## src/rtl/jk_pkg.sv

```systemverilog
// Shared types for the JK sequence driver: FSM states and the
// don't-care resolution modes used by the excitation logic.
package jk_pkg;

  typedef enum logic [1:0] {
    IDLE  = 2'd0,
    INIT  = 2'd1,
    RUN   = 2'd2,
    DRAIN = 2'd3
  } state_t;

  localparam logic MODE_SR     = 1'b0;
  localparam logic MODE_TOGGLE = 1'b1;

endpackage

```

## src/rtl/jk_sequence_driver_if.sv

```systemverilog
// Handshake/data bundle between the sequence driver and whoever
// starts runs and supplies the flop-under-test Q.
interface jk_sequence_driver_if #(
  parameter int LEN = 8
);
  localparam int IDX_W = $clog2(LEN + 1);

  logic             start;
  logic             mode;
  logic [LEN-1:0]   pattern;
  logic             q_in;
  logic             j_out;
  logic             k_out;
  logic             busy;
  logic             done;
  logic             pass;
  logic [IDX_W-1:0] err_count;
  logic [IDX_W-1:0] first_err_idx;

  modport master (
    output start, mode, pattern, q_in,
    input  j_out, k_out, busy, done, pass, err_count, first_err_idx
  );

  modport slave (
    input  start, mode, pattern, q_in,
    output j_out, k_out, busy, done, pass, err_count, first_err_idx
  );

endinterface

```

## src/rtl/jk_excite.sv

```systemverilog
// JK excitation table: J/K needed to move Q from p to t, with the
// don't-care input resolved by mode (set/reset style or toggle style).
module jk_excite
  import jk_pkg::*;
(
  input  logic i_p,
  input  logic i_t,
  input  logic i_mode,
  output logic o_j,
  output logic o_k
);

  always_comb begin
    o_j = 1'b0;
    o_k = 1'b0;
    case ({i_p, i_t})
      2'b00: begin
        o_j = 1'b0;
        o_k = (i_mode == MODE_SR);
      end
      2'b01: begin
        o_j = 1'b1;
        o_k = (i_mode == MODE_TOGGLE);
      end
      2'b10: begin
        o_j = (i_mode == MODE_TOGGLE);
        o_k = 1'b1;
      end
      default: begin
        o_j = (i_mode == MODE_SR);
        o_k = 1'b0;
      end
    endcase
  end

endmodule

```

## src/rtl/jk_sequence_driver.sv

```systemverilog
// Drives a JK flop through a target Q sequence and counts mismatches
// between the returned Q and the target, two cycles behind the drive.
module jk_sequence_driver
  import jk_pkg::*;
#(
  parameter int LEN = 8
) (
  input  logic clk,
  input  logic reset,
  jk_sequence_driver_if.slave bus
);

  localparam int IDX_W = $clog2(LEN + 1);

  state_t           r_state, w_state_nxt;
  logic [LEN-1:0]   r_pat, w_pat_nxt;
  logic             r_mode, w_mode_nxt;
  logic             r_prev, w_prev_nxt;
  logic [IDX_W-1:0] r_idx, w_idx_nxt;
  logic             r_drain, w_drain_nxt;
  logic             r_j, w_j_nxt;
  logic             r_k, w_k_nxt;
  logic             r_busy, w_busy_nxt;
  logic             r_done, w_done_nxt;
  logic             r_pass, w_pass_nxt;
  logic [IDX_W-1:0] r_err, w_err_nxt;
  logic [IDX_W-1:0] r_first, w_first_nxt;
  // Expected-Q pipeline: stage 0 is written on the drive edge, stage 1 is compared.
  logic [1:0]       r_v, w_v_nxt;
  logic [1:0]       r_e, w_e_nxt;
  logic [IDX_W-1:0] r_i0, w_i0_nxt;
  logic [IDX_W-1:0] r_i1, w_i1_nxt;

  logic             w_push, w_push_exp;
  logic [IDX_W-1:0] w_push_idx;
  logic             w_mis;
  logic             w_j_exc, w_k_exc;

  jk_excite u_excite (
    .i_p    (r_prev),
    .i_t    (r_pat[0]),
    .i_mode (r_mode),
    .o_j    (w_j_exc),
    .o_k    (w_k_exc)
  );

  always_ff @(posedge clk or negedge reset) begin
    // NOTE: non-blocking assignments so every register samples pre-edge values.
    if (!reset) begin
      r_state <= IDLE;
      r_pat   <= '0;
      r_mode  <= 1'b0;
      r_prev  <= 1'b0;
      r_idx   <= '0;
      r_drain <= 1'b0;
      r_j     <= 1'b0;
      r_k     <= 1'b0;
      r_busy  <= 1'b0;
      r_done  <= 1'b0;
      r_pass  <= 1'b0;
      r_err   <= '0;
      r_first <= '0;
      r_v     <= '0;
      r_e     <= '0;
      r_i0    <= '0;
      r_i1    <= '0;
    end else begin
      r_state <= w_state_nxt;
      r_pat   <= w_pat_nxt;
      r_mode  <= w_mode_nxt;
      r_prev  <= w_prev_nxt;
      r_idx   <= w_idx_nxt;
      r_drain <= w_drain_nxt;
      r_j     <= w_j_nxt;
      r_k     <= w_k_nxt;
      r_busy  <= w_busy_nxt;
      r_done  <= w_done_nxt;
      r_pass  <= w_pass_nxt;
      r_err   <= w_err_nxt;
      r_first <= w_first_nxt;
      r_v     <= w_v_nxt;
      r_e     <= w_e_nxt;
      r_i0    <= w_i0_nxt;
      r_i1    <= w_i1_nxt;
    end
  end

  always_comb begin
    // NOTE: every output of this block gets a default first, so no path infers a latch.
    w_state_nxt = r_state;
    w_pat_nxt   = r_pat;
    w_mode_nxt  = r_mode;
    w_prev_nxt  = r_prev;
    w_idx_nxt   = r_idx;
    w_drain_nxt = r_drain;
    w_j_nxt     = 1'b0;
    w_k_nxt     = 1'b0;
    w_busy_nxt  = r_busy;
    w_done_nxt  = 1'b0;
    w_pass_nxt  = r_pass;
    w_push      = 1'b0;
    w_push_exp  = 1'b0;
    w_push_idx  = '0;

    w_mis       = r_v[1] && (bus.q_in != r_e[1]);
    w_err_nxt   = r_err;
    w_first_nxt = r_first;
    if (w_mis) begin
      if (r_err != '1) w_err_nxt = r_err + IDX_W'(1);
      if (r_err == '0) w_first_nxt = r_i1;
    end

    case (r_state)
      IDLE: begin
        if (bus.start) begin
          w_pat_nxt   = bus.pattern;
          w_mode_nxt  = bus.mode;
          w_prev_nxt  = 1'b0;
          w_idx_nxt   = '0;
          w_err_nxt   = '0;
          w_first_nxt = '0;
          w_pass_nxt  = 1'b0;
          w_busy_nxt  = 1'b1;
          w_k_nxt     = 1'b1;
          // Forcing Q=0 is itself checked, tagged with the LEN sentinel.
          w_push      = 1'b1;
          w_push_exp  = 1'b0;
          w_push_idx  = IDX_W'(LEN);
          w_state_nxt = INIT;
        end
      end
      INIT, RUN: begin
        w_j_nxt     = w_j_exc;
        w_k_nxt     = w_k_exc;
        w_push      = 1'b1;
        w_push_exp  = r_pat[0];
        w_push_idx  = r_idx;
        w_prev_nxt  = r_pat[0];
        w_pat_nxt   = r_pat >> 1;
        w_idx_nxt   = r_idx + IDX_W'(1);
        if (r_idx == IDX_W'(LEN - 1)) begin
          w_state_nxt = DRAIN;
          w_drain_nxt = 1'b0;
        end else begin
          w_state_nxt = RUN;
        end
      end
      DRAIN: begin
        if (r_drain) begin
          w_done_nxt  = 1'b1;
          w_busy_nxt  = 1'b0;
          w_pass_nxt  = (w_err_nxt == '0);
          w_state_nxt = IDLE;
        end else begin
          w_drain_nxt = 1'b1;
        end
      end
      default: w_state_nxt = IDLE;
    endcase

    w_v_nxt  = {r_v[0], w_push};
    w_e_nxt  = {r_e[0], w_push_exp};
    w_i1_nxt = r_i0;
    w_i0_nxt = w_push_idx;
  end

  assign bus.j_out         = r_j;
  assign bus.k_out         = r_k;
  assign bus.busy          = r_busy;
  assign bus.done          = r_done;
  assign bus.pass          = r_pass;
  assign bus.err_count     = r_err;
  assign bus.first_err_idx = r_first;

endmodule

```

## src/flat_wrapper.sv

```systemverilog
// flat-port wrapper written by rule: the top's interface ports become plain ports
module jk_sequence_driver_flat import jk_pkg::*;
#(
  parameter int LEN = 8
)
  (clk, reset, bus_start, bus_mode, bus_pattern, bus_q_in, bus_j_out, bus_k_out, bus_busy, bus_done, bus_pass, bus_err_count, bus_first_err_idx);
  jk_sequence_driver_if #(.LEN(LEN)) bus_i ();
  input  logic clk;
  input  logic reset;
  input wire logic [$bits(bus_i.start)-1:0] bus_start;
  input wire logic [$bits(bus_i.mode)-1:0] bus_mode;
  input wire logic [$bits(bus_i.pattern)-1:0] bus_pattern;
  input wire logic [$bits(bus_i.q_in)-1:0] bus_q_in;
  output wire logic [$bits(bus_i.j_out)-1:0] bus_j_out;
  output wire logic [$bits(bus_i.k_out)-1:0] bus_k_out;
  output wire logic [$bits(bus_i.busy)-1:0] bus_busy;
  output wire logic [$bits(bus_i.done)-1:0] bus_done;
  output wire logic [$bits(bus_i.pass)-1:0] bus_pass;
  output wire logic [$bits(bus_i.err_count)-1:0] bus_err_count;
  output wire logic [$bits(bus_i.first_err_idx)-1:0] bus_first_err_idx;
  assign bus_i.start = bus_start;
  assign bus_i.mode = bus_mode;
  assign bus_i.pattern = bus_pattern;
  assign bus_i.q_in = bus_q_in;
  assign bus_j_out = bus_i.j_out;
  assign bus_k_out = bus_i.k_out;
  assign bus_busy = bus_i.busy;
  assign bus_done = bus_i.done;
  assign bus_pass = bus_i.pass;
  assign bus_err_count = bus_i.err_count;
  assign bus_first_err_idx = bus_i.first_err_idx;
  jk_sequence_driver #(.LEN(LEN)) u_core (.clk(clk), .reset(reset), .bus(bus_i));
endmodule
```

## config.mk

```make
export PLATFORM = sky130hd
export DESIGN_NAME = jk_sequence_driver_flat
export DESIGN_NICKNAME = d
export VERILOG_FILES = /design/src/rtl/jk_pkg.sv /design/src/rtl/jk_sequence_driver_if.sv /design/src/rtl/jk_excite.sv /design/src/rtl/jk_sequence_driver.sv /design/src/flat_wrapper.sv
export SDC_FILE = /design/constraint.sdc
export NUM_CORES = 1
export LEC_CHECK = 0
export ABC_CLOCK_PERIOD_IN_PS = 1370
export CAP_MARGIN = 0
export CORE_AREA = 2 2 65 67
export DETAILED_ROUTE_END_ITERATION = 6
export DIE_AREA = 0 0 67 69
export HOLD_SLACK_MARGIN = 0.08
export PLACE_DENSITY_LB_ADDON = 0.25
export SLEW_MARGIN = 20
export SYNTH_ARGS = -nofsm -noshare
export SYNTH_HDL_FRONTEND = slang
export SYNTH_SLANG_ARGS = --single-unit
export TNS_END_PERCENT = 30
```

## constraint.sdc

```tcl
create_clock -name clk -period 1.37 [get_ports clk]
set_input_delay 0.411 -clock clk [delete_from_list [all_inputs] [get_ports clk]]
set_output_delay 0.411 -clock clk [all_outputs]
set_load 0.005 [all_outputs]
```

# After elaboration in Yosys (flattened, before gate mapping)
# Index checks and enable logic that the tools add are counted.
word_totals:
  regBits: 42
  input_bits: 13
  elab_cells: 81
op_classes:
  n_addsub: 2
  eq_ne: 11
  mux: 36
  n_bitwise: 1
  n_reduce_logical: 14
ops:
  columns: ["cell", "n"]
  rows:
  - ["4-bit two-way mux", 10]
  - ["4-bit one-hot mux with 2 select lines", 2]
  - ["8-bit one-hot mux with 2 select lines", 1]
  - ["1-bit one-hot mux with 2 select lines", 6]
  - ["1-bit two-way mux", 11]
  - ["4-bit by 1-bit adder with 4-bit output (second input constant)", 2]
  - ["4-bit zero test", 2]
  - ["8-bit two-way mux", 1]
  - ["2-bit AND reduction", 4]
  - ["2-bit equality test (second input constant)", 3]
  - ["1-bit one-hot mux with 3 select lines", 2]
  - ["2-bit one-hot mux with 3 select lines", 1]
  - ["2-bit nonzero test", 3]
  - ["2-bit by 1-bit equality test with 1-bit output (second input constant)", 2]
  - ["4-bit by 3-bit equality test with 1-bit output (second input constant)", 1]
  - ["2-bit zero test", 2]
  - ["2-bit two-way mux", 2]
  - ["2-bit by 1-bit inequality test with 1-bit output (second input constant)", 2]
  - ["4-bit inequality test (second input constant)", 1]
  - ["3-bit AND reduction", 1]
  - ["2-bit inequality test (second input constant)", 1]
  - ["2-bit OR reduction", 1]
  - ["1-bit logical AND", 1]
  - ["1-bit inequality test", 1]
  - ["1-bit NOT", 1]

# Longest topological paths before layout
# Gate-level depths: netlist of run 1.
depth:
  word_depth: 6
  depth_mapped: 7
  mapped_depth_nobuf: 6

# Modules after synthesis
# From an unflattened synthesis of run 1, not the netlist that was laid out.
unflattened:
  hier_cells: 166
  hier_area_um2: 1836.8
by_module_without_submodules:
  columns: ["mod", "instances", "cells_each", "area_each_um2", "seq_area_each_um2"]
  rows:
  - ["jk_sequence_driver", 1, 162, 1806.7, 1051.0]
  - ["jk_excite", 1, 4, 30.0, 0.0]

# Worst setup path after synthesis of run 1
# Ideal clock, no wire load.
synth_path:
  path_type: "register to register"
  from: "register u_core.r_state[0]"
  to: "register u_core.r_state[0]"
  setup_time_ps: 78
  t_arrival_ps: 1276
  path_slack_ps: 16
  path_stages_with_launch: 7
  path_buffers: 1
  path_cell_list: "dfrtp_1 inv_1 ha_1 buf_2 mux2i_1 nor2_1 a21oi_1"
synth_via:
  elab_chain_len: 3
synth_lines:
  columns: ["item", "line", "text"]
  rows:
  - ["start: declaration", "jk_sequence_driver.sv:15", "state_t r_state, w_state_nxt;"]
  - ["start signal: assignment", "jk_sequence_driver.sv:68", "r_state <= w_state_nxt;"]
  - ["2-bit by 1-bit equality test with 1-bit output (tied with other cells)", "jk_sequence_driver.sv:113", "case (r_state)"]
  - ["2-bit OR reduction (tied with other cells)", "jk_sequence_driver.sv:113", null]
  - ["2-bit one-hot mux with 3 select lines / 2-bit AND reduction (equally long branches)", null, null]
# Parallel ways exist; a longest one is shown, timed or not.
# A chain may end at the register's enable or synchronous reset.

# Worst setup path after layout of run 1
layout_path:
  from: "register u_core.r_e[1]"
  to: "register u_core.r_err[2], in the netlist u_core.bus.err_count[2]"
layout_via:
  elab_chain_len: 5
layout_lines:
  columns: ["item", "line", "text"]
  rows:
  - ["start: declaration", "jk_sequence_driver.sv:30", "logic [1:0] r_e, w_e_nxt;"]
  - ["start signal: assignment", "jk_sequence_driver.sv:82", "r_e <= w_e_nxt;"]
  - ["1-bit inequality test *", "jk_sequence_driver.sv:105", "w_mis = r_v[1] && (bus.q_in != r_e[1]);"]
  - ["1-bit logical AND *", "jk_sequence_driver.sv:105", null]
  - ["4-bit two-way mux *", "jk_sequence_driver.sv:108", "if (w_mis) begin"]
  - ["4-bit two-way mux", "jk_sequence_driver.sv:115", "if (bus.start) begin"]
  - ["4-bit two-way mux *", "jk_sequence_driver.sv:113", null]
  - ["via u_core.w_err_nxt[2]", "jk_sequence_driver.sv:26", "logic [IDX_W-1:0] r_err, w_err_nxt;"]
  - ["end signal: assignment", "jk_sequence_driver.sv:79", "r_err <= w_err_nxt;"]
  - ["end: declaration", "jk_sequence_driver.sv:26", null]
# Mark *: on every way through the listed nets, which the timed path passes. The rest lies on a longest branch.

==> metrics.yaml, run 1 <==
synth:
  yosysMostFrequentCell: "dfrtp_1"
  synthesis.area_mm2: 0.00183
  syn_area_per_cell_um2: 11.1
  syn_inst: 164
  ys.flop_type: "dfrtp_1"
  yosysWarnings: 0
  ys_ff_latch: 42
  synthTopCellsByCount: "dfrtp_1, nor2_1, mux2i_1, nand2_1, o21ai_0"
  async_flop_share_pct: 100
  yosysUniqueCellTypes: 28
  syn_nets: 182
  synth_edf_count: 0
  synth_seq_area_share_pct: 57.5
  ys_top_cells_by_area: "dfrtp_1, mux2i_1, nor2_1"
  yosys.area.top_type: "dfrtp_1"
  synth_top_area_share_pct: 57.5
status:
  status: "complete, but fails checks"
  violations: "negative setup slack"
global_route:
  grt_max_degree: 43
  grt_first_pass_wirelength_mm: 6.11
  antenna_found_initial: 0
  grt.total_usage_pct: 17.8
  first_global_vias: 1349
  grt_overflow: 0
hold_path:
  hp-class: "in -> async"
setup_path:
  end_kind: "flip-flop"
  startpoint_type: "flip-flop"
  crit_fanout: 4
  crit_required_ps: 1590
  worstSetupPathType: "reg -> reg"
  crit_arrival_ps: 1680
  r2r_setup_slack_ps: -90
route:
  drtPass1Iterations: 4
  wl_per_cell_um: 13.7
  drt_iter0_drc: 70
  route.detailed.drc: 0
  vias: 1347
  vias_per_cell: 4.90
  postRouteAntennaNets: 0
  wl_mm: 3.76
sta:
  finalCriticalPeriod_ps: 1460
  finalSetupViolCount: 7
  post-route-period-util_pct: 107
  worst_pin_slew_ps: 257
  slew_violations: 0
  skew_ps: 4.69
  final_hold_viol_count: 0
  slew_headroom_pct: 82.7
  fin_setup_tns_ps: -264
  setup_ws_ps: -92.6
  grt_setup_unrepaired: "true"
  max_freq_mhz: 684
clock_tree:
  cts-root-buf: "clkbuf_8"
  cts_tree: "yes"
  clock_sinks: 42
  cts_made_buffers: 5
  clk_path_buf_depth: 2
  clk_pin_slew_ps: 80
  clkLatencyLatePin_ps: 290
  htreeDepth: 2
die:
  core_mm2: 0.00391
  die-area_mm2: 0.00462
  start_util_pct: 46.7
  row_count: 23
  die_x_um: 67
  die_y_um: 69
  pin_count: 26
layout:
  fin_nets: 242
  final_cell_area_mm2: 0.00266
  antenna_cells: 0
  fill_cells: 293
  drive_gt1_share_pct: 28.9
  finalNonFillerCells: 275
  syn2layout_area_growth_pct: 45.4
run:
  maxCapViolations: 0
place:
  hpwl_mm: 2.35
  placed_area_mm2: 0.00228
  dp.cells: 252
  portBuffers: 25
  place_congestion: 0.873
pwr:
  leakagePower_nw: 1.31
  power.density_mw_per_mm2: 2450
  max-vdd-ir-drop_uv: 1800
-- path summary, 6_finish.rpt --
path	from	end	cells past startpoint
max	u_core.r_e[1]	u_core.bus.err_count[2]	7
min	reset	u_core.bus.err_count[0]	2
max reg2reg	u_core.r_e[1]	u_core.bus.err_count[2]	7
min reg2reg	u_core.r_i0[2]	u_core.r_i1[2]	0
max in group asynchronous	reset	u_core.r_v[0]	2
min in group clk	u_core.r_i0[2]	u_core.r_i1[2]	0
-- cell families (layout without fill, tap and decap cells) --
family	Yosys count	in the layout	share of synthesized area, %
AO/OA/AOI/OAI	23	23	7.81
XOR/XNOR	4	4	2.33
adder cells (fa/ha/maj)	5	5	3.42
buffers and inverters	11	72	2.33
flip-flops	42	42	57.5
multiplexers	20	20	11.2
AND/OR/NAND/NOR	59	59	15.3
-- power by group --
part           leakage [nW]  switching [mW]  total [mW]  internal (mW)
logic                 0.718            1.50        3.52           2.02
clock network        0.0524           0.408       0.954          0.545
registers             0.543           0.292        2.03           1.73
-- layout make-up --
type / count / area [µm²] / area share [%]
Clock buffer: 7 / 76.3 / 2.87
Inverter: 5 / 21.3 / 0.801
Multi-Input combinational cell: 111 / 842 / 31.7
Sequential cell: 42 / 1050 / 39.6
Clock inverter: 1 / 30.0 / 1.13
Tap cell: 50 / 62.6 / 2.36
Timing Repair Buffer: 59 / 573 / 21.6
-- per-layer routing --
layer  up-vias  wire length (µm)  track usage (%)  part of all wire (%)
met4         0                61             8.16                   1.6
met1       642              1510             21.0                    40
met5         -                 0                0                     0
met3         7               164             6.20                   4.4
met2        26              2020             28.5                    54
li1        672                 -                -                     -
-- registers in the layout, summed over array words and instances, names as in the netlist, 2 cells and up --
name	cells
u_core.bus.err_count	4
u_core.bus.first_err_idx	4
u_core.r_e	2
u_core.r_i0	4
u_core.r_i1	4
u_core.r_idx	4
u_core.r_pat	8
u_core.r_state	2
u_core.r_v	2
-- worst max-delay path: stages (launching register included) --
cell     delay [ps]
dfrtp_1         420
xor2_4          230
a31oi_2         140
buf_4           150
buf_4           120
buf_4           120
buf_4           120
nor3_2           90
-- per-stage QoR --
stage	hold slack, ps	util, %	setup WS [ps]	power, mW
finish	84.5	67.9	-92.6	6.50
global route	90.5	67.9	-165	7.01
CTS	80.0	64.0	-112	5.89
detailed placement	335	58.2	-567	4.68
global placement	332	58.2	-464	4.56
floorplan	115	-	16.0	3.55
-- cells in the final DEF, fill, tap and decap left out, types with 2 or more instances in the layout --
| cell type | Yosys | layout |
|---|---|---|
| a21oi_1 | 4 | 4 |
| a22o_1 | 2 | 2 |
| and2_1 | 7 | 6 |
| and2_2 | 1 | 2 |
| buf_12 | 0 | 2 |
| buf_4 | 0 | 26 |
| buf_6 | 0 | 4 |
| clkbuf_1 | 4 | 2 |
| clkbuf_16 | 0 | 2 |
| clkbuf_8 | 0 | 5 |
| clkdlybuf4s15_1 | 0 | 10 |
| clkdlybuf4s50_1 | 0 | 9 |
| dfrtp_1 | 42 | 42 |
| dlygate4sd2_1 | 0 | 4 |
| ha_4 | 0 | 3 |
| inv_1 | 5 | 2 |
| inv_2 | 0 | 2 |
| mux2_2 | 4 | 3 |
| mux2i_1 | 16 | 15 |
| nand2_1 | 16 | 15 |
| nand2b_1 | 5 | 4 |
| nand3_1 | 3 | 2 |
| nand4_1 | 3 | 3 |
| nor2_1 | 18 | 18 |
| o21ai_0 | 13 | 7 |
| o21ai_1 | 0 | 5 |
| xnor2_1 | 3 | 3 |
-- what timing repair did --
item	in CTS	in global routing
buffers inserted	11	2
pin swaps	6	5
resized for setup	26	34
endpoints found under the hold margin	0	0
hold buffers	0	0
endpoints found under the setup margin	36	32
cloned	0	2
Note: power is estimated with default switching activity, not from simulation.
==> run 2, diff against run 1 <==
--- a/config.mk
+++ b/config.mk
@@ -12,7 +12,6 @@
 export DIE_AREA = 0 0 67 69
 export HOLD_SLACK_MARGIN = 0.08
 export PLACE_DENSITY_LB_ADDON = 0.25
-export SLEW_MARGIN = 20
 export SYNTH_ARGS = -nofsm -noshare
 export SYNTH_HDL_FRONTEND = slang
 export SYNTH_SLANG_ARGS = --single-unit
==> results of run 2 <==
Same layout as run 1: the final DEF is identical, and so are final timing and power.
